### config.mk
export PLATFORM = sky130hd
export DESIGN_NAME = avalon_arbiter
export DESIGN_NICKNAME = d
export VERILOG_FILES = /design/src/rtl/avalon_arbiter.sv
export SDC_FILE = /design/constraint.sdc
export NUM_CORES = 1
export LEC_CHECK = 0
export CAP_MARGIN = 40
export CORE_AREA = 2 2 108 110
export CTS_BUF_LIST = sky130_fd_sc_hd__clkbuf_4 sky130_fd_sc_hd__clkbuf_8
export CTS_CLUSTER_DIAMETER = 100
export DETAILED_ROUTE_END_ITERATION = 10
export DIE_AREA = 0 0 110 112
export PLACE_DENSITY = 0.63
export SLEW_MARGIN = 20
export SYNTH_ARGS = -nofsm -noshare
export SYNTH_HDL_FRONTEND = slang
export SYNTH_SLANG_ARGS = --single-unit
### constraint.sdc
create_clock -name clk -period 2.9 [get_ports clk]
set_input_delay 0.725 -clock clk [delete_from_list [all_inputs] [get_ports clk]]
set_output_delay 0.725 -clock clk [all_outputs]
set_load 0.005 [all_outputs]
### src/rtl/avalon_arbiter.sv
// rtl/avalon_arbiter.sv - two-master (instruction/data) Avalon-MM arbiter with stall timeout.
// Optional round-robin arbitration between simultaneous requests: define AVALON_ARB_ROUND_ROBIN_EN.
module avalon_arbiter #(
  parameter int unsigned TIMEOUT_CYCLES = 255,
  parameter logic [31:0] ABORT_DATA     = 32'hDEADBEEF
) (
  input  logic        clk,
  input  logic        reset_n,
  input  logic [31:0] i_address,
  input  logic        i_read,
  output logic        i_waitrequest,
  output logic [31:0] i_readdata,
  input  logic [31:0] d_address,
  input  logic        d_read,
  input  logic        d_write,
  input  logic [31:0] d_writedata,
  input  logic [3:0]  d_byteenable,
  output logic        d_waitrequest,
  output logic [31:0] d_readdata,
  output logic [31:0] m_address,
  output logic        m_read,
  output logic        m_write,
  output logic [31:0] m_writedata,
  output logic [3:0]  m_byteenable,
  input  logic        m_waitrequest,
  input  logic [31:0] m_readdata,
  output logic [1:0]  grant,
  output logic        timeout_flag
);

  localparam logic [1:0] IDLE  = 2'b00;
  localparam logic [1:0] BUS_I = 2'b01;
  localparam logic [1:0] BUS_D = 2'b10;

  localparam int CW = (TIMEOUT_CYCLES > 1) ? $clog2(TIMEOUT_CYCLES + 1) : 1;
  localparam logic [CW-1:0] CNT_MAX = '1;

  logic [1:0]    state_q, state_d;
  logic [CW-1:0] cnt_q, cnt_d;
  logic          flag_q, flag_d;
  logic          i_req, d_req, own_req, abort, pick_d, d_rd;

  assign i_req   = i_read;
  assign d_req   = d_read | d_write;
  assign d_rd    = d_read & ~d_write;
  assign own_req = (state_q == BUS_I) ? i_req : ((state_q == BUS_D) ? d_req : 1'b0);

  // Abort fires in the stalled cycle that brings the count up to TIMEOUT_CYCLES.
  assign abort = (TIMEOUT_CYCLES != 0) && own_req && m_waitrequest &&
                 ((32'(cnt_q) + 32'd1) >= TIMEOUT_CYCLES);

`ifdef AVALON_ARB_ROUND_ROBIN_EN
  logic last_d_q, last_d_d;

  assign pick_d = d_req & (~i_req | ~last_d_q);

  always_comb begin
    last_d_d = last_d_q;
    if ((state_q == IDLE) && (state_d != IDLE)) last_d_d = (state_d == BUS_D);
  end

  always_ff @(posedge clk or negedge reset_n) begin
    if (!reset_n) last_d_q <= 1'b0;
    else          last_d_q <= last_d_d;
  end
`else
  assign pick_d = d_req;
`endif

  always_comb begin
    state_d = state_q;
    cnt_d   = cnt_q;
    flag_d  = flag_q | abort;
    case (state_q)
      IDLE: begin
        cnt_d = '0;
        if (pick_d)     state_d = BUS_D;
        else if (i_req) state_d = BUS_I;
      end
      default: begin
        if (!own_req || !m_waitrequest || abort) state_d = IDLE;
        else if (cnt_q != CNT_MAX)               cnt_d   = cnt_q + 1'b1;
      end
    endcase
  end

  always_ff @(posedge clk or negedge reset_n) begin
    if (!reset_n) begin
      state_q <= IDLE;
      cnt_q   <= '0;
      flag_q  <= 1'b0;
    end else begin
      state_q <= state_d;
      cnt_q   <= cnt_d;
      flag_q  <= flag_d;
    end
  end

  // A granted master that has dropped its request drives nothing onto the slave.
  always_comb begin
    m_address     = '0;
    m_read        = 1'b0;
    m_write       = 1'b0;
    m_writedata   = '0;
    m_byteenable  = '0;
    i_waitrequest = i_req;
    i_readdata    = '0;
    d_waitrequest = d_req;
    d_readdata    = '0;
    case (state_q)
      BUS_I: begin
        if (i_req) begin
          m_address    = i_address;
          m_read       = 1'b1;
          m_byteenable = 4'b1111;
        end
        i_waitrequest = abort ? 1'b0 : m_waitrequest;
        i_readdata    = abort ? ABORT_DATA : m_readdata;
      end
      BUS_D: begin
        if (d_req) begin
          m_address    = d_address;
          m_read       = d_rd;
          m_write      = d_write;
          m_writedata  = d_writedata;
          m_byteenable = d_byteenable;
        end
        d_waitrequest = abort ? 1'b0 : m_waitrequest;
        d_readdata    = (abort && d_rd) ? ABORT_DATA : m_readdata;
      end
      default: ;
    endcase
  end

  assign grant        = state_q;
  assign timeout_flag = flag_q;

endmodule
* Word-level counts from Yosys, hierarchy flattened *
Index checks and enable logic that the tools add are counted.

storage, ports and cells
  output and inout bits = 139
  register bits = 11

cells by class
  order comparisons = 1
  bitwise operators = 4
  add/subtract/negate cells = 2
  multiplexer cells = 29
  reductions and logical operators = 12
  eq/ne operators = 5

operators with widths
  operator             count
  $mux 32              8
  $pmux 32 s2          1
  $mux 8               3
  $add 8x1->9 const B  1
  $ge 9x8->1 const B   1
  $mux 1               9
  $add 8x1->8 const B  1
  $mux 2               4
  $mux 4               2
  $ne 8x8->1 const B   1
  $pmux 4 s2           1
  $reduce_and 2->1     2
  $reduce_bool 2->1    2
  $logic_and 1x1->1    3
  $ne 3x3->1 const B   1
  $eq 2x1->1 const B   1
  $eq 2x2->1 const B   1
  $logic_not 1->1      2
  $logic_not 2->1      1
  $logic_or 1x1->1     2
  $ne 2x1->1 const B   1
  $or 1x1->1           2
  $pmux 1 s2           1
  $and 1x1->1          1
  $not 1->1            1

* Depth between registers and ports, before layout *
Gate-level depths: netlist of the first run.

  word-level depth = 8
  mapped depth = 11

* Least setup slack after synthesis of the first run *
No wires, ideal clock.

  path kind = input to output
  from = input port d_write
  to = output port d_readdata[10]
  required time = 2.175 ns
  data arrival time = 2.019 ns
  stages on the path = 8
  buffers on the path = 3
  path slack = 0.156 ns
  cell sequence = o21a_1 -> buf_2 -> a22oi_4 -> inv_2 -> and4_1 -> buf_2 -> buf_4 -> o21a_1

between the ends
  longest elaborated chain between the ends = 8
  elaborated cells between the ends (all ways) = 10
  classes of those cells = mux: 4; bitwise: 3; reduce/logical: 3

RTL lines
  what                            RTL line  text
  start, declared                 15        input logic d_write,
  $or 1x1->1                      44        assign d_req = d_read | d_write;
  $mux 1 (2 in a row)             46        assign own_req = (state_q == BUS_I) ? i_req : ((state_q == BUS_D) ? d_req : 1'b0);
  $logic_and 1x1->1 (2 in a row)  49        assign abort = (TIMEOUT_CYCLES != 0) && own_req && m_waitrequest &&
  $logic_and 1x1->1 (*)           129       d_readdata = (abort && d_rd) ? ABORT_DATA : m_readdata;
  $mux 32 (*)                     129
  $mux 32 (*)                     110       case (state_q)
  end, declared                   19        output logic [31:0] d_readdata,

Mark *: on every way between the ends. The rest lies on a longest branch, timed or not.

* Worst setup path in the final report of the first run *
  from = register cnt_q[1]
  to = output port d_readdata[24]

between the ends
  longest elaborated chain between the ends = 6

RTL lines
  what                    RTL line  text
  start, declared         39        logic [CW-1:0] cnt_q, cnt_d;
  start signal, assigned  94        cnt_q <= cnt_d;
  $add 8x1->9             50        ((32'(cnt_q) + 32'd1) >= TIMEOUT_CYCLES);
  $ge 9x8->1              50
  $logic_and 1x1->1       49
  $logic_and 1x1->1       129
  $mux 32                 129
  $mux 32                 110

No other way between the ends.

==> results of run 1 <==
[logic make-up after synthesis]
family | after synthesis | synth area share [%]
adder cells (fa/ha/maj) | 5 | 2.85
multiplexers | 6 | 3.07
flip-flops | 11 | 12.5
AO/OA/AOI/OAI | 109 | 38.2
AND/OR/NAND/NOR | 128 | 35.0
buffers and inverters | 38 | 7.97
XOR/XNOR | 1 | 0.399
[cells in the final DEF, fill, tap and decap left out, types with 2 or more instances in the layout]
master / netlist / layout
sky130_fd_sc_hd__nor2_1: 9 / 8
sky130_fd_sc_hd__a22oi_1: 32 / 26
sky130_fd_sc_hd__and2_1: 35 / 33
sky130_fd_sc_hd__clkdlybuf4s15_1: 0 / 2
sky130_fd_sc_hd__and3_4: 1 / 12
sky130_fd_sc_hd__inv_1: 3 / 2
sky130_fd_sc_hd__a21oi_1: 6 / 6
sky130_fd_sc_hd__and2_4: 0 / 2
sky130_fd_sc_hd__buf_12: 0 / 8
sky130_fd_sc_hd__dfrtp_1: 11 / 11
sky130_fd_sc_hd__buf_2: 5 / 54
sky130_fd_sc_hd__and3_1: 17 / 6
sky130_fd_sc_hd__clkbuf_2: 0 / 4
sky130_fd_sc_hd__nand2_1: 7 / 7
sky130_fd_sc_hd__nor2b_1: 46 / 44
sky130_fd_sc_hd__o31ai_1: 3 / 2
sky130_fd_sc_hd__nand2b_1: 2 / 2
sky130_fd_sc_hd__nor3_1: 3 / 3
sky130_fd_sc_hd__buf_8: 0 / 3
sky130_fd_sc_hd__dlygate4sd2_1: 0 / 43
sky130_fd_sc_hd__clkbuf_8: 0 / 3
sky130_fd_sc_hd__ha_2: 0 / 3
sky130_fd_sc_hd__a21o_1: 2 / 2
sky130_fd_sc_hd__a2111oi_2: 3 / 3
sky130_fd_sc_hd__mux2_2: 3 / 3
sky130_fd_sc_hd__and4_4: 1 / 2
sky130_fd_sc_hd__nand3_2: 1 / 2
sky130_fd_sc_hd__buf_6: 1 / 29
sky130_fd_sc_hd__dlymetal6s2s_1: 0 / 4
sky130_fd_sc_hd__a22oi_2: 0 / 6
sky130_fd_sc_hd__inv_2: 1 / 2
sky130_fd_sc_hd__buf_4: 5 / 34
sky130_fd_sc_hd__nor2b_2: 0 / 2
sky130_fd_sc_hd__mux2_1: 3 / 3
sky130_fd_sc_hd__o21a_1: 49 / 48
sky130_fd_sc_hd__a211oi_1: 6 / 6
sky130_fd_sc_hd__o21ai_0: 2 / 2
sky130_fd_sc_hd__clkdlybuf4s50_1: 0 / 158
[synth_stat cells, drive strengths merged (2+ instances only)]
| master | instances |
|---|---|
| nand2 | 7 |
| a21oi | 6 |
| a21o | 2 |
| nand3 | 4 |
| o31ai | 3 |
| a211oi | 6 |
| inv | 4 |
| and2 | 35 |
| dfrtp | 11 |
| a2111oi | 3 |
| and3 | 18 |
| o21ai | 2 |
| ha | 5 |
| nor3 | 3 |
| clkbuf | 19 |
| o21a | 49 |
| a22oi | 33 |
| and4 | 2 |
| buf | 15 |
| mux2 | 6 |
| nand2b | 2 |
| nor2b | 46 |
| nor2 | 9 |
[sequential cells by signal (all words and copies together), names as in the netlist]
| register | count |
|---|---|
| cnt_q | 8 |
| grant | 2 |
| timeout_flag | 1 |
[power breakdown]
| group | switching [mW] | internal (mW) |
|---|---|---|
| clock network | 0.0594 | 0.106 |
| logic | 0.903 | 1.23 |
| registers | 0.0227 | 0.174 |
| total | 0.985 | 1.51 |
[timing repair]
action / CTS / global route
endpoints found under the setup margin: 135 / 75
pin swaps: 25 / 17
buffers inserted: 20 / 5
gates resized for setup: 372 / 32
hold endpoints to repair: 0 / 0
gates cloned: 6 / 1
[routing by layer]
layer,routed length (µm),GRT usage [%]
met5,0,0
met4,193,4.30
met3,1080,4.51
met2,7170,39.7
met1,4480,20.5
[layout make-up]
cell class	instances	area, µm²	area share (%)
clock buffers	4	48.8	0.864
inverters	4	15.0	0.266
multi-input cells	249	1940	34.4
flip-flops and latches	11	275	4.87
well taps	143	179	3.17
repair buffers	342	3190	56.5
[worst paths after layout]
path | cells after the start | endpoint | slack (ns) | startpoint
setup / recovery | 11 | d_readdata[24] | -0.21 | cnt_q[1]
hold / removal | 1 | timeout_flag | 0.47 | timeout_flag
setup reg to reg | 10 | cnt_q[6] | 0.30 | cnt_q[1]
hold reg to reg | 1 | timeout_flag | 0.47 | timeout_flag
max in group asynchronous | 1 | cnt_q[7] | 1.70 | reset_n
min in group asynchronous | 1 | cnt_q[5] | 0.84 | reset_n
[through the flow]
stage / hold slack (ns) / std cells / setup TNS (ns)
after floorplan: 0.429 / 298 / 0
after global placement: 0.449 / 723 / -49.88
after detailed placement: 0.454 / 723 / -52.76
after CTS: 0.470 / 752 / -10.97
after global routing: 0.499 / 753 / -16.49
final: 0.465 / 753 / -8.55
==> summary.log, run 1 <==
INFO  place          place_area=5320µm²
INFO  setup_path     critPathTopFamily=simple AND/OR/NAND/NOR gates
INFO  drt            drt-pass1-iter-count=4
INFO  sta            report.final.setup_viol=66
INFO  logic_synthesis post_synth_inst_count=298
INFO  logic_synthesis yosysTopAreaCellShare=16.7%
INFO  finish         area_growth_syn_to_layout=157%
INFO  setup_path     startpoint_type=flop
INFO  setup_path     cp_max_stage_delay=0.42ns
INFO  logic_synthesis synth.ff_latch_count=11
INFO  sta            fin_crit=3.11ns
INFO  floorplanning  floorplan.initialDensity=19.7%
INFO  place          routabilityCongestion=0.851
INFO  global_route   antenna_found_initial=0
INFO  flow_run       max_cap_viol_count=0
INFO  drt            route.vias.total=3,473
INFO  floorplanning  design.die.area=12,300µm²
INFO  setup_path     worst_path_max_delay_cell=sky130_fd_sc_hd__dfrtp_1
INFO  finish         insertedDiodeCount=0
INFO  logic_synthesis synth_enable_flop_cells=0
INFO  cts            cts_num_sinks=11
INFO  cts            cts.htree.levels=1
INFO  finish         layout.cell_area.non_filler=5650µm²
INFO  drt            wl_per_cell=17.2µm
INFO  pwr            ir_worst_vdd=0.211mV
INFO  cts            cts-buffers-inserted=3
INFO  cts            holdBufCountCts=0
INFO  floorplanning  rows=39
INFO  cts            path_clk_slew=0.05ns
INFO  drt            drt_iter0_drc=180
INFO  logic_synthesis synth.yosys.seq_area_share=12.5%
INFO  cts            clock-root-buffer=sky130_fd_sc_hd__clkbuf_8
INFO  logic_synthesis synth_top_flop_cell=sky130_fd_sc_hd__dfrtp_1
INFO  floorplanning  fp.coreArea=11,200µm²
INFO  setup_path     worst_endpoint_required_time=2.17ns
INFO  floorplanning  floorplan.die.width=110µm
INFO  logic_synthesis mappedNetlistNets=441
INFO  drt            viasPerCell=4.61
INFO  logic_synthesis yosysWarnings=0
INFO  worst_hold_path hold_path_class=flop to flop
INFO  drt            drc=0
INFO  pwr            p_per_area=442nW/µm²
INFO  sta            grt_setup_unrepaired=true
INFO  drt            drt_wl_total=12,900µm
INFO  setup_path     timing.critical_path.fanout_max=7
INFO  logic_synthesis post_synth_main_area_contributors=sky130_fd_sc_hd__o21a_1 17%, sky130_fd_sc_hd__nor2b_1 13%, sky130_fd_sc_hd__dfrtp_1 13%
INFO  floorplanning  die_height=112µm
INFO  global_route   vias_in_the_first_global_route=3,605
INFO  sta            tightestPinTransition=0.605ns
INFO  pwr            static_leakage_power=2.60nW
INFO  cts            worst_skew_pair.late_latency=0.24ns
INFO  place          placement.io_buffers=276
INFO  finish         finalNetCount=754
INFO  place          dpl_worst_slack=-0.600ns
INFO  setup_path     path_cells=ha_2 > and2_4 > nor4_4 > a21o_1 > buf_6 > buf_6 > nand4_1 > buf_6 > buf_6 > and3_4 > buf_6
INFO  global_route   grt_pass1_wl=19,200µm
INFO  logic_synthesis synth.lib_cells_used.distinct=40
INFO  logic_synthesis syn-mean-instance-area=7.37µm²
INFO  sta            slew_violations=0
INFO  place          hpwlAfterDp=10,100µm
INFO  finish         fill_cells=1,095
INFO  setup_path     cpMostUsedCell=sky130_fd_sc_hd__buf_6
INFO  cts            cts_tree=yes
INFO  logic_synthesis yosysTopAreaCell=sky130_fd_sc_hd__o21a_1
INFO  cts            cts_max_path_buffers=2
INFO  setup_path     worst-setup-path-type=flop to primary output
INFO  run_status     failed_checks=negative setup slack
INFO  pwr            design_power_total=2.50mW
INFO  logic_synthesis post_synth_instance_area=2200µm²
INFO  logic_synthesis asyncSetResetFlopFracSynth=100%
INFO  finish         drive_gt1_share=30.5%
INFO  global_route   grt_max_degree=37
INFO  finish         final_core_util=50.6%
INFO  floorplanning  io_pins=277
INFO  global_route   grt_util_all_layers=20.0%
INFO  sta            finalHoldViolations=0
INFO  sta            max_freq=0.321GHz
INFO  global_route   overflow_left_after_global_routing=0
INFO  drt            ant_nets=0
INFO  run_status     status=complete, but fails checks
INFO  setup_path     critPathArrivalTime=2.39ns
INFO  setup_path     worst_setup_path_end_kind=primary output
INFO  sta            final_min_period_over_clock_period=107%
INFO  sta            layout_setup_ws=-0.214ns
INFO  setup_path     critical_path.n_buffers_inverters=5
INFO  sta            maxSlewHeadroom=59.6%
INFO  sta            clock_skew=0.00257ns
Note: power is estimated with default switching activity, not from simulation.
==> run 2, diff against run 1 <==
--- a/config.mk
+++ b/config.mk
@@ -5,7 +5,6 @@
 export SDC_FILE = /design/constraint.sdc
 export NUM_CORES = 1
 export LEC_CHECK = 0
-export CAP_MARGIN = 40
 export CORE_AREA = 2 2 108 110
 export CTS_BUF_LIST = sky130_fd_sc_hd__clkbuf_4 sky130_fd_sc_hd__clkbuf_8
 export CTS_CLUSTER_DIAMETER = 100
==> results of run 2 <==
The final DEF is identical to that of run 1; final timing and power are the same.
==> run 3, diff against run 2 <==
--- a/config.mk
+++ b/config.mk
@@ -5,12 +5,16 @@
 export SDC_FILE = /design/constraint.sdc
 export NUM_CORES = 1
 export LEC_CHECK = 0
-export CORE_AREA = 2 2 108 110
+export CELL_PAD_IN_SITES_DETAIL_PLACEMENT = 2
+export CELL_PAD_IN_SITES_GLOBAL_PLACEMENT = 2
+export CORE_ASPECT_RATIO = 1.25
+export CORE_MARGIN = 1.5
+export CORE_UTILIZATION = 11
 export CTS_BUF_LIST = sky130_fd_sc_hd__clkbuf_4 sky130_fd_sc_hd__clkbuf_8
 export CTS_CLUSTER_DIAMETER = 100
 export DETAILED_ROUTE_END_ITERATION = 10
-export DIE_AREA = 0 0 110 112
-export PLACE_DENSITY = 0.63
+export PLACE_DENSITY_LB_ADDON = 0.1
+export RECOVER_POWER = 25
 export SLEW_MARGIN = 20
 export SYNTH_ARGS = -nofsm -noshare
 export SYNTH_HDL_FRONTEND = slang
==> run 3 against run 2 <==
Against the previous run: the run still ends with negative setup slack left; global-route usage decreased by 5.2 points; sequential power increased by 5%; clock-buffer cell count unchanged; via count increased by 5.4%; utilization decreased by 19 points; final area increased by 7.5%; largest cell class unchanged.
==> summary.log, run 3 (same netlist as run 1, synthesis figures left out) <==
INFO  place          placement.io_buffers=276 [unchanged]
INFO  floorplanning  rows=57 [was 39]
INFO  floorplanning  io_pins=277 [unchanged]
INFO  floorplanning  floorplan.initialDensity=11.2% [was 19.7%]
INFO  cts            worst_skew_pair.late_latency=0.26ns [was 0.24 ns]
INFO  cts            cts-buffers-inserted=3 [unchanged]
INFO  setup_path     worst_setup_path_startpoint=cnt_q[1] [unchanged]
INFO  place          routabilityCongestion=0.752 [was 0.851]
INFO  setup_path     reg2reg_setup_slack=0.23ns [was 0.30 ns]
INFO  place          dpl_worst_slack=-0.590ns [was -0.600 ns]
INFO  finish         insertedDiodeCount=0 [unchanged]
INFO  finish         drive_gt1_share=34.3% [was 30.5%]
INFO  drt            route.vias.total=3,659 [was 3,473]
INFO  finish         area_growth_syn_to_layout=176% [was 157%]
INFO  sta            maxSlewHeadroom=52.2% [was 59.6%]
INFO  sta            slew_violations=0 [unchanged]
INFO  setup_path     cp_max_stage_delay=0.47ns [was 0.42 ns]
INFO  place          place_inst=854 [was 723]
INFO  finish         largest_register_ff_count=8 [unchanged]
INFO  setup_path     worst-setup-path-type=flop to primary output [unchanged]
INFO  drt            drt_wl_total=15,900µm [was 12,900 µm]
INFO  global_route   grt_max_degree=38 [was 37]
INFO  run_status     status=complete, but fails checks [unchanged]
INFO  pwr            p_per_area=440nW/µm² [was 442 nW/µm²]
INFO  drt            viasPerCell=4.11 [was 4.61]
INFO  sta            layout_setup_ws=-0.220ns [was -0.214 ns]
INFO  global_route   vias_in_the_first_global_route=4,148 [was 3,605]
INFO  drt            drt_iter0_drc=55 [was 180]
INFO  sta            finalHoldViolations=0 [unchanged]
INFO  global_route   antenna_found_initial=0 [unchanged]
INFO  sta            fin_crit=3.12ns [was 3.11 ns]
INFO  flow_run       max_cap_viol_count=0 [unchanged]
INFO  finish         layout_common_cells=133 x sky130_fd_sc_hd__clkdlybuf4s50_1, 65 x sky130_fd_sc_hd__dlygate4sd2_1, 50 x sky130_fd_sc_hd__buf_2 [was 158 x sky130_fd_sc_hd__clkdlybuf4s50_1, 54 x sky130_fd_sc_hd__buf_2, 48 x sky130_fd_sc_hd__o21a_1]
INFO  setup_path     r2r.worst_path.cells=11 [was 10]
INFO  cts            cts_max_path_buffers=2 [unchanged]
INFO  cts            cts.htree.levels=1 [unchanged]
INFO  setup_path     worst_path_max_delay_cell=sky130_fd_sc_hd__dfrtp_2 [was sky130_fd_sc_hd__dfrtp_1]
INFO  sta            worst_hold_slack=0.480ns [was 0.465 ns]
INFO  sta            tightestPinTransition=0.717ns [was 0.605 ns]
INFO  setup_path     worst_setup_path_end_kind=primary output [unchanged]
INFO  sta            grt_setup_unrepaired=true [unchanged]
INFO  cts            cts_num_sinks=11 [unchanged]
INFO  setup_path     regToRegStartpoint=cnt_q[1] [unchanged]
INFO  global_route   grt_pass1_wl=23,900µm [was 19,200 µm]
INFO  sta            clock_skew=0.00641ns [was 0.00257 ns]
INFO  sta            final_min_period_over_clock_period=108% [was 107%]
INFO  sta            max_freq=0.320GHz [was 0.321 GHz]
INFO  finish         largest_register=cnt_q [unchanged]
INFO  pwr            ir_worst_vdd=0.200mV [was 0.211 mV]
INFO  global_route   overflow_left_after_global_routing=0 [unchanged]
INFO  finish         fin_cells=891 [was 753]
INFO  floorplanning  design.die.area=20,800µm² [was 12,300 µm²]
INFO  worst_hold_path worstHoldStart=timeout_flag [unchanged]
INFO  drt            ant_nets=0 [unchanged]
INFO  drt            drc=0 [unchanged]
INFO  setup_path     startpoint_type=flop [unchanged]
INFO  cts            path_clk_slew=0.05ns [about the same]
INFO  finish         layout_commonest_cell=sky130_fd_sc_hd__clkdlybuf4s50_1 [unchanged]
INFO  floorplanning  fp.coreArea=19,500µm² [was 11,200 µm²]
INFO  setup_path     worst_endpoint_required_time=2.17ns [about the same]
INFO  place          hpwlAfterDp=12,000µm [was 10,100 µm]
INFO  setup_path     worstReg2RegEnd=cnt_q[5] [was cnt_q[6]]
INFO  setup_path     timing.critical_path.fanout_max=5 [was 7]
INFO  run_status     failed_checks=negative setup slack [unchanged]
INFO  cts            holdBufCountCts=0 [unchanged]
INFO  floorplanning  floorplan.die.width=129µm [was 110 µm]
INFO  worst_hold_path hold_path_class=flop to flop [unchanged]
INFO  cts            cts_tree=yes [unchanged]
INFO  setup_path     cpMostUsedCell=sky130_fd_sc_hd__buf_6 [unchanged]
INFO  floorplanning  die_height=161µm [was 112 µm]
INFO  worst_hold_path hold_depth=1 [unchanged]
INFO  global_route   grt_util_all_layers=14.8% [was 20.0%]
INFO  cts            clock-root-buffer=sky130_fd_sc_hd__clkbuf_8 [unchanged]
INFO  setup_path     critPathArrivalTime=2.40ns [was 2.39 ns]
INFO  drt            wl_per_cell=17.8µm [was 17.2 µm]
INFO  sta            report.final.setup_viol=66 [unchanged]
INFO  pwr            static_leakage_power=2.73nW [was 2.60 nW]
INFO  finish         finalNetCount=770 [was 754]
INFO  drt            drt-pass1-iter-count=4 [unchanged]
INFO  worst_hold_path hold_path_end=timeout_flag [unchanged]
INFO  setup_path     path_cells=ha_4 > and2_4 > buf_6 > and4_4 > a21o_4 > buf_6 > and3_4 > buf_12 > buf_6 > o21a_1 > buf_2 [was ha_2 > and2_4 > nor4_4 > a21o_1 > buf_6 > buf_6 > nand4_1 > buf_6 > buf_6 > and3_4 > buf_6]
-- run 3: cell count changes in the layout (fill, tap and decap cells not counted), sizes merged --
cell           change
clkdlybuf4s50     -25
clkbuf             -5
buf               +17
dlygate4sd3        +4
clkdlybuf4s15      +6
nand3              +1
dlygate4sd2       +22
dlymetal6s2s       -4
-- run 3: layout make-up --
cell class,instances,area [µm²]
fillers,2264,13500
repair buffers,357,3330
multi-input cells,250,2070
well taps,265,332
flip-flops and latches,11,277
clock buffers,4,48.8
inverters,4,15.0
-- run 3: layer usage --
metal	vias up	routed length, µm	part of all wire [%]	track usage, %
met5	-	0	0	0
met4	0	219	1.4	3.17
met3	11	1920	12	5.86
met2	192	8580	54	28.9
met1	1731	5170	33	14.3
li1	1725	-	-	-
-- run 3: how the worst max path moves through the flow --
stage / slack (ns) / endpoint / cells after the start
after global routing: -0.31 / d_readdata[23] / 10
final: -0.22 / i_readdata[0] / 11
after CTS: -0.23 / i_readdata[0] / 11
after floorplan: 0.16 / d_readdata[10] / 8
after global placement: -0.58 / m_address[19] / 6
after detailed placement: -0.59 / m_address[19] / 6
-- run 3: what timing repair did --
item                                    in CTS  in global routing
endpoints found under the setup margin     135                 85
buffers inserted                            27                  9
endpoints found under the hold margin        0                  0
pin swaps                                   24                 16
gates cloned                                 7                  0
gates resized for setup                    425                 33
-- run 3: stage by stage --
step	total power, mW	area [µm²]	util, %	TNS [ns]
floorplan	1.10	2200	-	0
global placement	2.49	5550	28.4	-54.18
detailed placement	2.51	5550	28.4	-57.36
CTS	2.70	5930	30.3	-8.96
global route	2.90	6070	31.1	-14.00
finish	2.67	6070	31.1	-7.82
-- run 3: report_power, final --
part	total (mW)	internal, mW	switching (mW)
logic	2.28	1.29	0.993
clock network	0.182	0.107	0.0748
registers	0.207	0.175	0.0320
total	2.67	1.57	1.10
-- run 3: worst max-delay path, delay by kind of cell, from the launching register on --
kind | cells | cell delay, ns
AND/OR/NAND/NOR | 3 | 0.50
buffers and inverters | 5 | 0.61
adder cells (fa/ha/maj) | 1 | 0.19
AO/OA/AOI/OAI | 2 | 0.38
flip-flops | 1 | 0.47
